**src/rtl/snake_ctrl.sv**
```systemverilog
// snake_ctrl: button debounce, game-state FSM, move-step timer, pending direction and score.
// Define SNAKE_SPEEDUP_EN to shorten the step period as the score grows.
module snake_ctrl #(
  parameter int TICK_DIV   = 50000,
  parameter int DEB_CNT    = 16,
  parameter int SPEED_STEP = 1000,
  parameter int MIN_DIV    = 10000
) (
  input  logic       Clk,
  input  logic       Rst,
  input  logic [3:0] i_Push,
  input  logic       i_Pause,
  input  logic       i_Collide,
  input  logic       i_Eat,
  output logic [1:0] o_Dir,
  output logic       o_Step,
  output logic [1:0] o_State,
  output logic [7:0] o_Score
);

`ifdef SNAKE_SPEEDUP_EN
  localparam int P_MAX = (TICK_DIV > MIN_DIV) ? TICK_DIV : MIN_DIV;
`else
  localparam int P_MAX = TICK_DIV;
`endif
  localparam int CNT_W = $clog2(P_MAX + 1);
  localparam int DEB_W = $clog2(DEB_CNT + 1);

  typedef enum logic [1:0] {
    IDLE  = 2'b00,
    RUN   = 2'b01,
    PAUSE = 2'b10,
    OVER  = 2'b11
  } state_t;

  state_t           state, state_nxt;
  logic [DEB_W-1:0] deb_cnt_p0 [4];
  logic [3:0]       pressed_p0, pressed_p1, press_ev;
  logic             any_ev;
  logic [1:0]       ev_code;
  logic [CNT_W-1:0] tick, period;
  logic             start, advance, wrap;
  logic [1:0]       pend;

  function automatic logic [7:0] sat_inc(input logic [7:0] v);
    return (v == 8'hFF) ? v : v + 8'd1;
  endfunction

  // Stage p0: per-button low-run counters; p1: delayed copy for edge detection
  always_ff @(posedge Clk or posedge Rst) begin
    if (Rst) begin
      for (int b = 0; b < 4; b++) deb_cnt_p0[b] <= '0;
      pressed_p0 <= '0;
      pressed_p1 <= '0;
    end else begin
      for (int b = 0; b < 4; b++) begin
        if (i_Push[b]) begin
          deb_cnt_p0[b] <= '0;
          pressed_p0[b] <= 1'b0;
        end else if (deb_cnt_p0[b] != DEB_W'(DEB_CNT)) begin
          deb_cnt_p0[b] <= deb_cnt_p0[b] + 1'b1;
          if (deb_cnt_p0[b] == DEB_W'(DEB_CNT - 1)) pressed_p0[b] <= 1'b1;
        end
      end
      pressed_p1 <= pressed_p0;
    end
  end

  assign press_ev = pressed_p0 & ~pressed_p1;
  assign any_ev   = |press_ev;

  always_comb begin
    ev_code = 2'd0;
    for (int b = 3; b >= 0; b--) begin
      if (press_ev[b]) ev_code = 2'(b);
    end
  end

  always_ff @(posedge Clk or posedge Rst) begin
    if (Rst) state <= IDLE;
    else     state <= state_nxt;
  end

  // Pause and collision freeze the timer in the very cycle they are seen
  always_comb begin
    state_nxt = state;
    start     = 1'b0;
    advance   = 1'b0;
    case (state)
      IDLE: begin
        if (any_ev) begin
          state_nxt = RUN;
          start     = 1'b1;
        end
      end
      RUN: begin
        if (i_Collide)    state_nxt = OVER;
        else if (i_Pause) state_nxt = PAUSE;
        else              advance   = 1'b1;
      end
      PAUSE: begin
        if (!i_Pause) state_nxt = RUN;
      end
      OVER: begin
        if (any_ev) state_nxt = IDLE;
      end
      default: state_nxt = IDLE;
    endcase
  end

  assign wrap = advance && (tick == period - CNT_W'(1));

  always_ff @(posedge Clk or posedge Rst) begin
    if (Rst) begin
      tick    <= '0;
      o_Step  <= 1'b0;
      o_Dir   <= 2'b11;
      pend    <= 2'b11;
      o_Score <= 8'd0;
    end else begin
      o_Step <= wrap;
      if (advance)                            tick <= wrap ? '0 : tick + 1'b1;
      else if (state == IDLE || state == OVER) tick <= '0;

      if (start) begin
        o_Score <= 8'd0;
        o_Dir   <= 2'b11;
        pend    <= 2'b11;
      end else if (state == RUN) begin
        // Opposite of the current heading differs only in the low bit
        if (any_ev && ev_code != {o_Dir[1], ~o_Dir[0]}) pend <= ev_code;
        if (wrap)  o_Dir   <= pend;
        if (i_Eat) o_Score <= sat_inc(o_Score);
      end
    end
  end

`ifdef SNAKE_SPEEDUP_EN
  function automatic logic [CNT_W-1:0] calc_period(input logic [7:0] score);
    int prod;
    prod = int'(score) * SPEED_STEP;
    if (prod < TICK_DIV - MIN_DIV) return CNT_W'(TICK_DIV - prod);
    return CNT_W'(MIN_DIV);
  endfunction

  // New period is latched only at a wrap so the current step is never cut short
  always_ff @(posedge Clk or posedge Rst) begin
    if (Rst)                                  period <= calc_period(8'd0);
    else if (state == IDLE || state == OVER)  period <= calc_period(8'd0);
    else if (wrap)                            period <= calc_period(o_Score);
  end
`else
  assign period = CNT_W'(TICK_DIV);
`endif

  assign o_State = state;

endmodule
```
**config.mk**
```make
export PLATFORM = sky130hd
export DESIGN_NAME = snake_ctrl
export DESIGN_NICKNAME = d
export VERILOG_FILES = /design/src/rtl/snake_ctrl.sv
export SDC_FILE = /design/constraint.sdc
export NUM_CORES = 1
export LEC_CHECK = 0
export ABC_AREA = 1
export CELL_PAD_IN_SITES_DETAIL_PLACEMENT = 1
export CELL_PAD_IN_SITES_GLOBAL_PLACEMENT = 1
export CORE_UTILIZATION = 40
export DETAILED_ROUTE_END_ITERATION = 10
export HOLD_SLACK_MARGIN = 0.08
export PLACE_DENSITY_LB_ADDON = 0.1
export SYNTH_ARGS = -nofsm -noshare
export SYNTH_HDL_FRONTEND = slang
export SYNTH_SLANG_ARGS = --single-unit
```
**constraint.sdc**
```tcl
create_clock -name Clk -period 3.4 [get_ports Clk]
set_input_delay 1.02 -clock Clk [delete_from_list [all_inputs] [get_ports Clk]]
set_output_delay 1.02 -clock Clk [all_outputs]
set_load 0.01 [all_outputs]
```
==> results.py, run 1 <==
metrics = {
    "outcome": {
        "status": "complete, no violations",
    },
    "critical_path": {
        "critPathMaxStageDelay_ps": 560,
        "cp-start-kind": "flip-flop",
        "worstPathCellList": "clkdlybuf4s50_1",
        "cpLargestDelayFamily": "flip-flops",
        "criticalPathCategory": "flip-flop to output port",
        "slowest_stage": "dfstp_2",
        "end_kind": "output port",
        "critical_path_required_ps": 2380,
        "cp.arrival_ps": 1430,
        "crit_fanout": 4,
        "path_buf_inv": 1,
    },
    "placement": {
        "hpwl_mm": 5.54,
        "pre_cts_slack_ps": 738,
        "dpl.cell_count": 526,
        "io_buffers": 21,
        "gp_congestion": 0.811,
        "placed_area_um2": 3600,
    },
    "synthesis": {
        "yosysTopAreaCell": "dfrtp_1",
        "synthArstFlopShare": 1.00,
        "avgSynthCellArea_um2": 8.08,
        "synth-simple-area-share": 0.269,
        "yosys_most_used_dff": "dfrtp_1",
        "synth_common_cells": "nand2_1, inv_1, dfrtp_1, nand3_1, o21ai_0",
        "synth_area_leaders": "dfrtp_1, nand2_1, inv_1, ha_1, nand3_1",
        "yosysUniqueCellTypes": 32,
        "synth_top_family_by_area": "simple AND/OR/NAND/NOR gates",
        "synth-seq-area-share": 0.453,
        "yosys_warnings": 0,
        "synth_top_area_share": 0.421,
        "synth_compound_area_frac": 0.0933,
        "synth.most_common_cell": "nand2_1",
        "muxShareOfSynthArea": 0,
        "synth_fa_ha_area_frac": 0.0688,
        "netlist_area_um2": 3270,
        "synth_nets": 432,
        "synth_xor_area_frac": 0.0268,
        "synth_edf_count": 0,
        "ys_ff_latch": 59,
        "synthCells": 405,
    },
    "drt": {
        "drc_errors": 0,
        "drtAntennaViolNets": 0,
        "drt_iter0_drc": 69,
        "avgViaCountPerCell": 5.08,
        "vias": 2754,
        "drtPass1Iterations": 4,
        "wl_per_cell_um": 13.8,
        "wl_mm": 7.48,
    },
    "cts": {
        "cts_tree": "built",
        "root_buffer": "clkbuf_8",
        "clockBufferDepth": 2,
        "hold_buffers": 0,
        "cts-resized-gates": 0,
        "clock_latency_ps": 330,
        "htree_levels": 3,
        "post_cts_buffers": 0,
        "clk_pin_slew_worst_paths_ps": 70,
        "cts_sinks": 59,
        "cts_inserted_buffers": 9,
    },
    "sta": {
        "max_freq_mhz": 408,
        "fin_ws_ps": 950,
        "holdWs_ps": 378,
        "hold_violations": 0,
        "timing.final.crit_share": 0.721,
        "relSlewSlack": 0.581,
        "setup_viol": 0,
        "setup_tns_ps": 0,
        "worstMarginPinSlew_ps": 629,
        "rsz0062_at_grt": "no",
        "skew_ps": 8.36,
        "fin_crit_ps": 2450,
        "drv_slew": 0,
    },
    "final_layout": {
        "nNetsFinal": 462,
        "register_area_um2": 1480,
        "layout-area-overhead-vs-synth_pct": 17.4,
        "multi_input_area_um2": 1500,
        "diodes": 0,
        "instances_no_fill": 542,
        "nFillCells": 974,
        "final_cell_area_um2": 3840,
        "final_layout_size_suffix_gt1_frac": 0.0932,
    },
    "global_route": {
        "grt_pass1_wl_mm": 13.1,
        "grt_pass1_vias": 2790,
        "grt_usage": 0.192,
        "grt_max_degree": 60,
        "grt-ovfl-total": 0,
        "antenna_found_initial": 0,
    },
    "die": {
        "die_area_um2": 8550,
        "ioPinCount": 22,
        "rows": 32,
        "die_y_um": 92.4,
        "initial_core_util": 0.419,
        "die_x_um": 92.4,
        "fp.coreArea_um2": 7810,
    },
    "pwr": {
        "p_per_area_nw_per_um2": 556,
        "irDropWorstVdd_mv": 0.225,
        "leakagePower_nw": 1.77,
    },
    "job": {
        "maxCapViolCount": 0,
    },
    "hold_path": {
        "hold_class": "flip-flop to flip-flop",
    },
}
placed cells by master, fill, tap and decap left out, types with 8 or more instances in the layout:
cell	instances
a21oi_1	17
clkbuf_8	10
clkdlybuf4s50_1	21
dfrtp_1	55
ha_1	18
inv_1	65
nand2_1	76
nand3_1	41
nand4_1	16
nor2_1	26
nor3_1	8
o21ai_0	34
xor2_1	8
registers in the layout (all words and copies together) (netlist names):
name / count
pressed_p0: 4
o_Step: 1
o_Score: 8
pend: 2
deb_cnt_p0: 20
pressed_p1: 4
tick: 16
o_Dir: 2
o_State: 2
routing by layer:
metal / track usage / share of wire / vias up
met5: 0 / 0 / -
met4: 0.0586 / 0.0082 / 0
met3: 0.0304 / 0.018 / 5
met2: 0.315 / 0.49 / 25
met1: 0.260 / 0.49 / 1344
li1: - / - / 1380
power breakdown:
part           leakage (nW)  internal [mW]  total (mW)  switching, mW
registers             0.790          0.789       0.869         0.0795
clock network         0.123          0.505       0.787          0.281
logic                 0.861          0.190       0.480          0.290
total                  1.77           1.48        2.14          0.651
cells by family (layout without fill, tap and decap cells):
family / count (synthesis) / count (layout)
AO/OA/AOI/OAI: 59 / 59
XOR/XNOR: 10 / 10
adder cells (fa/ha/maj): 18 / 18
buffers and inverters: 73 / 108
flip-flops: 59 / 59
AND/OR/NAND/NOR: 186 / 186
area by class of cell:
| cell class | count | area share |
|---|---|---|
| Multi-Input combinational cell | 273 | 0.390 |
| Sequential cell | 59 | 0.386 |
| Inverter | 70 | 0.0687 |
| Timing Repair Buffer | 22 | 0.0599 |
| Clock buffer | 11 | 0.0368 |
| Tap cell | 102 | 0.0332 |
| Clock inverter | 5 | 0.0261 |
final timing paths:
| kind | from | to | slack [ps] | cells past startpoint |
|---|---|---|---|---|
| max | o_Dir[1]$_DFFE_PP1P_ | o_Dir[1] | 950 | 1 |
| min | pressed_p0[3]$_DFFE_PP0P_ | pressed_p1[3]$_DFF_PP0_ | 380 | 0 |
| max reg2reg | o_State[1]$_DFFE_PP0P_ | tick[8]$_DFFE_PP0P_ | 1500 | 7 |
| min reg2reg | pressed_p0[3]$_DFFE_PP0P_ | pressed_p1[3]$_DFF_PP0_ | 380 | 0 |
| max in group asynchronous | Rst | o_Dir[0]$_DFFE_PP1P_ | 2020 | 3 |
| min in group asynchronous | Rst | deb_cnt_p0[1]$_DFFE_PP0P_ | 1080 | 3 |
metrics by stage:
stage / power, mW / util
6_report: 2.14 / 0.492
5_1_grt: 2.27 / 0.492
4_1_cts: 2.16 / 0.492
3_5_place_dp: 1.37 / 0.461
3_3_place_gp: 1.35 / 0.461
2_1_floorplan: 1.15 / -
(Power assumes the default switching activity.)
==> inputs of run 2 (changes only) <==
Clock period 3.4 ns to 2.25 ns, I/O delays scaled along.
==> run 2 against run 1 <==
Die area unchanged. Combinational power grew 64%. Sequential power up 52%. Sequential cell count did not move. Sequential share of layout area is 0.14 points lower. First-iteration DRC count grew 32%. Total power increased by 50%. Global-route usage is 0.83 points higher. Via count barely moved. Highest routed layer unchanged.
==> results.py, run 2 (synthesis gave the netlist of run 1 again) <==
metrics = {
    "cts": {
        "clk_pin_slew_worst_paths_ps": 70,
        "cts_sinks": 59,
        "cts_tree": "built",
        "root_buffer": "clkbuf_8",
        "hold_buffers": 0,
        "cts_inserted_buffers": 9,
        "cts-resized-gates": 0,
        "post_cts_buffers": 0,
        "clockBufferDepth": 2,
        "clock_latency_ps": 340,
        "htree_levels": 3,
    },
    "critical_path": {
        "cp.arrival_ps": 1450,
        "critical_path_required_ps": 1570,
        "ff2ff_setup_slack_ps": 510,
        "crit_fanout": 4,
        "critPathMaxStageDelay_ps": 570,
        "cp-start-kind": "flip-flop",
        "timing.rr.end": "tick[6]$_DFFE_PP0P_",
        "worstReg2RegStart": "o_State[1]$_DFFE_PP0P_",
        "cpLargestDelayFamily": "flip-flops",
        "worstPathCellList": "clkdlybuf4s50_1",
        "path_buf_inv": 1,
        "criticalPathCategory": "flip-flop to output port",
        "slowest_stage": "dfstp_2",
        "end_kind": "output port",
        "r2r_cells": 7,
    },
    "sta": {
        "rsz0062_at_grt": "no",
        "holdWs_ps": 376,
        "worstMarginPinSlew_ps": 336,
        "timing.final.crit_share": 0.945,
        "setup_tns_ps": 0,
        "skew_ps": 10.8,
        "fin_crit_ps": 2130,
        "drv_slew": 0,
        "hold_violations": 0,
        "setup_viol": 0,
        "relSlewSlack": 0.774,
        "max_freq_mhz": 471,
    },
    "hold_path": {
        "hold_class": "flip-flop to flip-flop",
        "min_from": "pressed_p0[3]$_DFFE_PP0P_",
        "min_path_cells": 0,
        "min_to": "pressed_p1[3]$_DFF_PP0_",
    },
    "die": {
        "die_x_um": 92.4,
        "die_y_um": 92.4,
        "rows": 32,
        "die_area_um2": 8550,
        "fp.coreArea_um2": 7810,
        "ioPinCount": 22,
        "initial_core_util": 0.419,
    },
    "pwr": {
        "leakagePower_nw": 1.79,
        "irDropWorstVdd_mv": 0.333,
        "power.total_mw": 3.21,
        "p_per_area_nw_per_um2": 832,
    },
    "final_layout": {
        "register_area_um2": 1480,
        "largest_register_ffs": 20,
        "regMostFlops": "deb_cnt_p0",
        "final_layout_size_suffix_gt1_frac": 0.102,
        "multi_input_area_um2": 1500,
        "nFillCells": 958,
        "final_common_cell": "nand2_1",
        "largestRegisters": "deb_cnt_p0 x20, tick x16, o_Score x8",
        "layout_common_cells": "nand2_1, inv_1, dfrtp_1, nand3_1, o21ai_0",
        "nNetsFinal": 466,
        "layout-area-overhead-vs-synth_pct": 17.9,
        "diodes": 0,
    },
    "global_route": {
        "grt_max_degree": 60,
        "grt-ovfl-total": 0,
        "grt_pass1_wl_mm": 13.3,
        "grt_pass1_vias": 2788,
        "grt_usage": 0.200,
        "antenna_found_initial": 0,
    },
    "drt": {
        "drc_errors": 0,
        "avgViaCountPerCell": 5.05,
        "wl_mm": 7.69,
        "drtAntennaViolNets": 0,
        "drt_iter0_drc": 91,
        "wl_per_cell_um": 14.1,
        "drtPass1Iterations": 4,
        "vias": 2752,
    },
    "job": {
        "maxCapViolCount": 0,
    },
    "outcome": {
        "status": "complete, no violations",
    },
    "placement": {
        "hpwl_mm": 5.76,
        "io_buffers": 21,
        "gp_congestion": 0.825,
    },
}
run 2: worst max-delay path by stage:
| stage | slack (ps) | endpoint | startpoint | depth (start not counted) |
|---|---|---|---|---|
| 3_5_place_dp | 60 | tick[3]$_DFFE_PP0P_ | i_Pause | 7 |
| 5_1_grt | 90 | o_Dir[1] | o_Dir[1]$_DFFE_PP1P_ | 1 |
| 3_3_place_gp | 160 | tick[0]$_DFFE_PP0P_ | i_Pause | 7 |
| 6_report | 120 | o_Dir[1] | o_Dir[1]$_DFFE_PP1P_ | 1 |
| 4_1_cts | 110 | o_Dir[1] | o_Dir[1]$_DFFE_PP1P_ | 1 |
| 2_1_floorplan | 130 | deb_cnt_p0[0]$_DFFE_PP0P_ | Rst | 1 |
run 2: layout make-up:
cell class              instances  share of cell area
clock inverters                 4              0.0191
clock buffers                  11              0.0393
flip-flops and latches         59               0.384
well taps                     102              0.0331
multi-input cells             273               0.388
repair buffers                 26              0.0675
inverters                      70              0.0685
run 2: per-stage QoR:
step | instances | instance area [µm²] | setup WS [ps] | util
final | 545 | 3860 | 125 | 0.494
after global routing | 545 | 3860 | 85.3 | 0.494
after CTS | 545 | 3860 | 106 | 0.494
after detailed placement | 530 | 3630 | 58.2 | 0.465
after global placement | 530 | 3630 | 157 | 0.465
after floorplan | 405 | 3270 | 125 | -
run 2: layer usage:
layer	vias up	routed length (µm)	GRT usage
met4	0	84	0.0586
li1	1385	-	-
met2	28	3730	0.334
met1	1331	3720	0.263
met3	8	151	0.0394
met5	-	0	0
run 2: power by group:
part | switching, mW | internal (mW) | leakage [nW] | total (mW)
Combinational | 0.454 | 0.332 | 0.880 | 0.786
Clock | 0.429 | 0.678 | 0.115 | 1.11
Sequential | 0.125 | 1.19 | 0.790 | 1.32
Total | 1.01 | 2.20 | 1.79 | 3.21
==> inputs of run 3 (changes only) <==
Settings changed: CAP_MARGIN set to 0.
==> results of run 3 <==
No change in the layout: final DEF, timing and power equal those of run 2.
